--- src/rtl/chi_rxflit_buffer_if.sv ---
// chi_rxflit_buffer_if: link-side flit/credit channel plus host read/pop/error port of the RX flit buffer.
interface chi_rxflit_buffer_if #(
  parameter int FLIT_WIDTH = 128,
  parameter int DEPTH_LOG2 = 4
);
  localparam int WSEL = FLIT_WIDTH > 32 ? $clog2(FLIT_WIDTH / 32) : 1;
  logic link_active, rx_flitv, rx_lcrdv, rd_en, pop, empty, overflow_err, clear_err;
  logic [FLIT_WIDTH-1:0] rx_flit;
  logic [WSEL-1:0] rd_word;
  logic [31:0] rd_data;
  logic [DEPTH_LOG2:0] count;
  logic [3:0] credit_cnt;
  modport master (
    output link_active, rx_flitv, rx_flit, rd_en, rd_word, pop, clear_err,
    input  rx_lcrdv, rd_data, empty, count, credit_cnt, overflow_err
  );
  modport slave (
    input  link_active, rx_flitv, rx_flit, rd_en, rd_word, pop, clear_err,
    output rx_lcrdv, rd_data, empty, count, credit_cnt, overflow_err
  );
endinterface

--- src/rtl/chi_rxflit_buffer.sv ---
// chi_rxflit_buffer: credit-managed circular buffer for received CHI flits, read out by the host as 32-bit words.
module chi_rxflit_buffer #(
  parameter int FLIT_WIDTH = 128,
  parameter int DEPTH_LOG2 = 4,
  parameter int MAX_LCRD   = 15
) (
  input logic clk,
  input logic resetn,
  chi_rxflit_buffer_if.slave bus
);
  localparam int DEPTH = 1 << DEPTH_LOG2;
  localparam int CW = DEPTH_LOG2 + 1;
  logic [FLIT_WIDTH-1:0] mem [DEPTH];
  logic [DEPTH_LOG2-1:0] wr_ptr, rd_ptr;
  logic [CW:0] occupancy;
  logic armed, credit_ok, accept, drop, do_pop;
  // armed delays the first credit to the second edge after reset release
  always_comb begin
    occupancy = {1'b0, bus.count} + (CW + 1)'(bus.credit_cnt);
    credit_ok = armed && bus.link_active && bus.credit_cnt < 4'(MAX_LCRD) && occupancy < (CW + 1)'(DEPTH);
    accept = bus.rx_flitv && bus.credit_cnt != 4'd0 && bus.count != CW'(DEPTH);
    drop = bus.rx_flitv && !accept;
    do_pop = bus.pop && bus.count != '0;
  end
  assign bus.empty = bus.count == '0;
  always_ff @(posedge clk or negedge resetn) begin
    if (!resetn) begin
      armed <= 1'b0;
      bus.rx_lcrdv <= 1'b0;
      bus.credit_cnt <= '0;
      bus.count <= '0;
      bus.overflow_err <= 1'b0;
      bus.rd_data <= '0;
      wr_ptr <= '0;
      rd_ptr <= '0;
    end else begin
      armed <= 1'b1;
      bus.rx_lcrdv <= credit_ok;
      bus.credit_cnt <= bus.credit_cnt + 4'(credit_ok) - 4'(accept);
      bus.count <= bus.count + CW'(accept) - CW'(do_pop);
      bus.overflow_err <= drop || (bus.overflow_err && !bus.clear_err);
      wr_ptr <= wr_ptr + DEPTH_LOG2'(accept);
      rd_ptr <= rd_ptr + DEPTH_LOG2'(do_pop);
      if (bus.rd_en && !bus.empty) bus.rd_data <= mem[rd_ptr][{bus.rd_word, 5'd0} +: 32];
    end
  end
  always_ff @(posedge clk) if (accept) mem[wr_ptr] <= bus.rx_flit;
endmodule

--- src/flat_wrapper.sv ---
// flat-port wrapper written by rule: the top's interface ports become plain ports
module chi_rxflit_buffer_flat 
#(
  parameter int FLIT_WIDTH = 128,
  parameter int DEPTH_LOG2 = 4,
  parameter int MAX_LCRD   = 15
)
  (clk, resetn, bus_link_active, bus_rx_flitv, bus_rx_flit, bus_rd_en, bus_rd_word, bus_pop, bus_clear_err, bus_rx_lcrdv, bus_rd_data, bus_empty, bus_count, bus_credit_cnt, bus_overflow_err);
  chi_rxflit_buffer_if #(.FLIT_WIDTH(FLIT_WIDTH), .DEPTH_LOG2(DEPTH_LOG2)) bus_i ();
  input logic clk;
  input logic resetn;
  input wire logic [$bits(bus_i.link_active)-1:0] bus_link_active;
  input wire logic [$bits(bus_i.rx_flitv)-1:0] bus_rx_flitv;
  input wire logic [$bits(bus_i.rx_flit)-1:0] bus_rx_flit;
  input wire logic [$bits(bus_i.rd_en)-1:0] bus_rd_en;
  input wire logic [$bits(bus_i.rd_word)-1:0] bus_rd_word;
  input wire logic [$bits(bus_i.pop)-1:0] bus_pop;
  input wire logic [$bits(bus_i.clear_err)-1:0] bus_clear_err;
  output wire logic [$bits(bus_i.rx_lcrdv)-1:0] bus_rx_lcrdv;
  output wire logic [$bits(bus_i.rd_data)-1:0] bus_rd_data;
  output wire logic [$bits(bus_i.empty)-1:0] bus_empty;
  output wire logic [$bits(bus_i.count)-1:0] bus_count;
  output wire logic [$bits(bus_i.credit_cnt)-1:0] bus_credit_cnt;
  output wire logic [$bits(bus_i.overflow_err)-1:0] bus_overflow_err;
  assign bus_i.link_active = bus_link_active;
  assign bus_i.rx_flitv = bus_rx_flitv;
  assign bus_i.rx_flit = bus_rx_flit;
  assign bus_i.rd_en = bus_rd_en;
  assign bus_i.rd_word = bus_rd_word;
  assign bus_i.pop = bus_pop;
  assign bus_i.clear_err = bus_clear_err;
  assign bus_rx_lcrdv = bus_i.rx_lcrdv;
  assign bus_rd_data = bus_i.rd_data;
  assign bus_empty = bus_i.empty;
  assign bus_count = bus_i.count;
  assign bus_credit_cnt = bus_i.credit_cnt;
  assign bus_overflow_err = bus_i.overflow_err;
  chi_rxflit_buffer #(.FLIT_WIDTH(FLIT_WIDTH), .DEPTH_LOG2(DEPTH_LOG2), .MAX_LCRD(MAX_LCRD)) u_core (.clk(clk), .resetn(resetn), .bus(bus_i));
endmodule
--- config.mk ---
export PLATFORM = sky130hd
export DESIGN_NAME = chi_rxflit_buffer_flat
export DESIGN_NICKNAME = d
export VERILOG_FILES = /design/src/rtl/chi_rxflit_buffer_if.sv /design/src/rtl/chi_rxflit_buffer.sv /design/src/flat_wrapper.sv
export SDC_FILE = /design/constraint.sdc
export NUM_CORES = 2
export LEC_CHECK = 0
export ABC_AREA = 0
export ABC_CLOCK_PERIOD_IN_PS = 22100
export BUFFER_PORTS_ARGS = -buffer_cell sky130_fd_sc_hd__buf_2
export CAP_MARGIN = 5
export CORE_MARGIN = 2
export CORE_UTILIZATION = 41
export DETAILED_ROUTE_END_ITERATION = 8
export PLACE_DENSITY = 0.56
export SLEW_MARGIN = 20
export SYNTH_ARGS = -nofsm -noshare
export SYNTH_HDL_FRONTEND = slang
export SYNTH_SLANG_ARGS = --single-unit
export TNS_END_PERCENT = 5
--- constraint.sdc ---
create_clock -name clk -period 22.1 [get_ports clk]
set_input_delay 3.315 -clock clk [delete_from_list [all_inputs] [get_ports clk]]
set_output_delay 3.315 -clock clk [all_outputs]
set_load 0.01 [all_outputs]
## Yosys cells after proc, flatten, opt, wreduce, memory -nomap -nowiden

Memories as Yosys holds them, arrays and structs flattened.
Cells that the tools add are included.

- Logic and storage cells: 38
- Memory bits (writable): 2048
- Output and inout bits: 44
- Bits in registers: 52
- Input port bits: 137
- Memories: 1

Memories:

| name | words | bits a word | read ports | clocked after memory_dff | write ports | RTL line | source |
|---|---|---|---|---|---|---|---|
| u_core.mem | 16 | 128 | 1 | 0 | 1 | chi_rxflit_buffer.sv:13 | `logic [FLIT_WIDTH-1:0] mem [DEPTH];` |

- Equal/unequal tests: 1
- $add $sub $neg: 7
- Reductions and logical operators: 16
- Muxes and demuxes: 2
- Magnitude comparators: 2
- Shift operators: 1

Operators with widths:

| operator | number |
|---|---|
| $shiftx A128 B8 Y32 | 1 |
| $add A4 B1 Y4 | 3 |
| $logic_and A1 B1 Y1 | 9 |
| $add A5 B4 Y6 | 1 |
| $lt A6 B5 Y1 const B | 1 |
| $add A5 B1 Y5 | 1 |
| $logic_not A5 Y1 | 1 |
| $ne A5 B5 Y1 const B | 1 |
| $reduce_bool A5 Y1 | 1 |
| $sub A5 B1 Y5 | 1 |
| $lt A4 B4 Y1 const B | 1 |
| $reduce_bool A4 Y1 | 1 |
| $sub A4 B1 Y4 | 1 |
| $logic_not A1 Y1 | 3 |
| $mux W1 | 2 |
| $logic_or A1 B1 Y1 | 1 |

## Depth between registers and ports, before layout

- Depth after elaboration: 6
- Mapped depth: 14
- Mapped depth without buffers: 13

## Least setup slack after synthesis

No wires, ideal clock.

- Path type: input to register
- From: in bus_rx_flitv
- To: mem u_core.mem[0][0], enable pin
- Setup slack: 8.216 ns
- Setup time: 0.772 ns
- Data required time: 21.328 ns
- Arrival time: 13.112 ns
- Path buffers: 0
- Cell stages on the path: 4
- Cells stage by stage: inv_1 a311oi_1 or3b_2 nor3_1

- Cells in the longest elaborated chain, start to end: 4

Ends and longest elaborated chain:

| element | RTL line | source |
|---|---|---|
| start: declaration | flat_wrapper.sv:13 | `input wire logic [$bits(bus_i.rx_flitv)-1:0] bus_rx_flitv;` |
| $logic_and A1 B1 Y1 (2 in series) | chi_rxflit_buffer.sv:21 | `accept = bus.rx_flitv && bus.credit_cnt != 4'd0 && bus.count != CW'(DEPTH);` |
| $mux W1 | chi_rxflit_buffer.sv:47 | `always_ff @(posedge clk) if (accept) mem[wr_ptr] <= bus.rx_flit;` |
| $mux W1 (implied by the code) | chi_rxflit_buffer.sv:47 |  |
| end: declaration | chi_rxflit_buffer.sv:13 |  |

No other way between the ends.

## Worst setup path in the final report

- From: reg u_core.rd_ptr[0]
- To: reg u_core.bus.rd_data[0]

- Cells in the longest elaborated chain, start to end: 2

Ends and longest elaborated chain:

| element | RTL line | source |
|---|---|---|
| start: declaration | chi_rxflit_buffer.sv:14 | `logic [DEPTH_LOG2-1:0] wr_ptr, rd_ptr;` |
| start signal: assignment | chi_rxflit_buffer.sv:43 | `rd_ptr <= rd_ptr + DEPTH_LOG2'(do_pop);` |
| $mem_v2 Z16 W128 | -- |  |
| $shiftx A128 B8 Y32 | chi_rxflit_buffer.sv:44 | `if (bus.rd_en && !bus.empty) bus.rd_data <= mem[rd_ptr][{bus.rd_word, 5'd0} +: 32];` |
| end signal: assignment | chi_rxflit_buffer.sv:44 |  |
| end: declaration | chi_rxflit_buffer_if.sv:19 | `output rx_lcrdv, rd_data, empty, count, credit_cnt, overflow_err` |

No other way between the ends.
A chain may end at the register's enable or synchronous reset.

==> results.yml <==
outcome:
  status: "complete, no violations"
synth:
  ys_ff_latch: 2100
  ys_seq_area_frac: 0.781
  synth-simple-area-share: 0.0121
  ys.flop_type: "edfxtp_1"
  syn_area_per_cell_um2: 23.2
  netlist.area_leader.share: 0.765
  syn_area_um2: 80400
  synth_adder_area_share: 0.00314
  ys_async_sr_fraction: 0.0248
  synth_compound_area_frac: 0.0215
  syn-num-nets: 3615
  synth_cells: 3459
  synth_edf_count: 2048
  synthXorXnorAreaFrac: 0.00120
  yosysUniqueCellTypes: 60
  muxShareOfSynthArea: 0.167
  netlist_top_cells_area: "edfxtp_1 (76%), mux4_2 (14%), mux2i_1 (2.2%)"
  synth_top_family_by_area: "multiplexers"
  ys_warn_count: 0
  synth_top_cell_by_area: "edfxtp_1"
critical_path:
  r2r_cells: 9
  cp-start-kind: "flip-flop"
  end_kind: "flip-flop"
  path_max_fanout: 44
  critPathKind: "flip-flop to flip-flop"
  worstPathArrival_ps: 7080
  worstPathRequired_ps: 22790
finish:
  final_area_um2: 91400
  fillers: 16100
  layout-drive-gt1-share: 0.292
  layout_common_cells: "edfxtp_1 (2048), mux4_2 (516), clkbuf_16 (216)"
  nNetsFinal: 3904
  syn_to_final_growth_pct: 13.6
  fin_cells: 6561
  final_common_cell: "edfxtp_1"
place:
  dp_hpwl_um: 115000
  dp.cells: 6157
  placedInstanceArea_um2: 84400
  place_congestion: 0.765
  io_buffers: 180
clock_network:
  cts.repair.resized: 0
  htree_num_levels: 4
  clk_pin_slew_worst_paths_ps: 60
  insertion_delay_ps: 850
  cts_buffers: 213
  cts_tree: "yes"
  cts_root_buf: "clkbuf_16"
  cts_hold_buf: 0
  cts.sinks: 2100
  post-cts-setup-buffers: 0
  clk_path_buf_depth: 3
drt:
  drc: 0
  viasPerCell: 5.65
  drt_first_iter_violations: 3808
  wl_per_cell_um: 30.8
  finalWirelength_um: 202000
  antenna_left: 0
  drt_pre_antenna_iters: 5
  vias: 37100
timing:
  finalHoldViolations: 0
  setup_viol: 0
  worst_pin_slew_ps: 1120
  period_share: 0.289
  slew_headroom: 0.256
  rsz0062_at_grt: "no"
  report.final.slew_viol_count: 0
  tns_ps: 0
  max_freq_mhz: 157
  fin_crit_ps: 6390
  clock-skew-final_ps: 44.2
power:
  p_sw_frac: 0.302
  p_leak_uw: 0.0291
  internal_power_uw: 8220
  power_switching_uw: 3560
  ir_drop_uv: 110
  finalPower_uw: 11800
  p_per_area_nw_per_um2: 129
  seqPwrFrac: 0.426
  clockPowerShare: 0.303
  p_comb_frac: 0.271
floorplanning:
  core_area_um2: 195000
  start_util: 0.412
  rows: 162
  dieArea_um2: 200000
  die_x_um: 447
  ios: 181
  die_h_um: 447
grt:
  grt_pass1_wl_um: 288000
  grt_max_degree: 106
  grt_pass1_vias: 37900
  track_usage: 0.203
  grt.overflow.total: 0
  antenna_found_initial: 54
min_path:
  hp-class: "flip-flop to flip-flop"
  holdPathStages: 2
run:
  maxCapViolations: 0
[per-stage QoR]
stage | utilization | worst slack, ps | hold WS [ps]
after global routing | 0.469 | 15280 | 570
after floorplan | - | 8220 | 501
after CTS | 0.468 | 15560 | 542
after global placement | 0.433 | 14950 | 534
after detailed placement | 0.433 | 14960 | 532
final | 0.469 | 15710 | 542
[critical path, cell delays in order, from the launching register on]
cell	delay [ps]
dfrtp_4	1020
buf_4	790
buf_4	750
buf_4	730
buf_4	770
buf_4	620
mux4_2	590
mux4_2	480
nand2_1	90
a31oi_1	90
[cell usage after synthesis (4+ instances only)]
cell type	n
nor2_1	23
buf_6	19
mux2_2	5
buf_4	35
clkbuf_1	65
a211oi_1	29
nor2b_1	9
a221o_1	13
ha_1	17
xnor2_1	6
o22ai_1	63
or3_1	14
nor4_1	4
dfrtp_1	52
a21oi_1	18
a31oi_1	30
a221oi_2	20
nand2b_1	9
mux2i_1	173
o21ai_0	4
nand2_1	80
nand3b_1	7
o221ai_1	15
a221oi_1	7
and3_1	5
nand3_1	26
buf_1	8
inv_1	19
nor3_1	12
buf_2	65
edfxtp_1	2048
mux4_2	516
xor2_1	5
[final timing paths]
path / to / slack, ps / from
worst max register to register: u_core.bus.rd_data[0] / 15710 / u_core.rd_ptr[0]
min in group asynchronous: u_core.bus.count[2] / 2480 / resetn
worst min-delay path: u_core.bus.overflow_err / 540 / u_core.bus.overflow_err
worst max-delay path: u_core.bus.rd_data[0] / 15710 / u_core.rd_ptr[0]
max in group asynchronous: u_core.bus.rd_data[4] / 18980 / resetn
worst min register to register: u_core.bus.overflow_err / 540 / u_core.bus.overflow_err
[flip-flops by register name (all words and copies together), names as in the netlist]
| signal | cells |
|---|---|
| u_core.armed | 1 |
| u_core.mem | 2048 |
| u_core.bus.rx_lcrdv | 1 |
| u_core.bus.rd_data | 32 |
| u_core.rd_ptr | 4 |
| u_core.bus.overflow_err | 1 |
| u_core.bus.credit_cnt | 4 |
| u_core.wr_ptr | 4 |
| u_core.bus.count | 5 |
[kinds of logic (layout without fill, tap and decap cells)]
group | Yosys count | after routing
muxes | 694 | 694
AOI/OAI and AO/OA | 222 | 222
and+or+nand+nor | 200 | 200
xor gates and xnor gates | 11 | 11
buffers and inverters | 212 | 680
other | 1 | 11
DFF | 2100 | 2100
adders and majority gates | 19 | 19
[power by group through the flow]
stage	registers [uW]	logic (uW)	clock network, uW
after floorplan	5070	2210	0
after global placement	5100	3260	0
after detailed placement	5110	3270	0
after CTS	5030	3280	3640
after global routing	5060	3400	3790
final	5020	3200	3570
[routing by layer]
metal	vias to the layer above	wire [um]	track usage
li1	15400	-	-
met1	20100	85100	0.280
met2	1172	99600	0.334
met3	344	11700	0.0369
met4	24	5310	0.0562
met5	-	143	0
[cell type report]
cell class              instances  area (um2)  area share
inverters                      20        75.1    0.000822
multi-input cells            1147       16600       0.182
repair buffers                266        1610      0.0176
well taps                    2624        3280      0.0359
diodes                         10        25.0    0.000274
clock buffers                 289        5870      0.0642
flip-flops and latches       2100       62800       0.687
clock inverters               105        1080      0.0118
(Power assumes the default switching activity.)
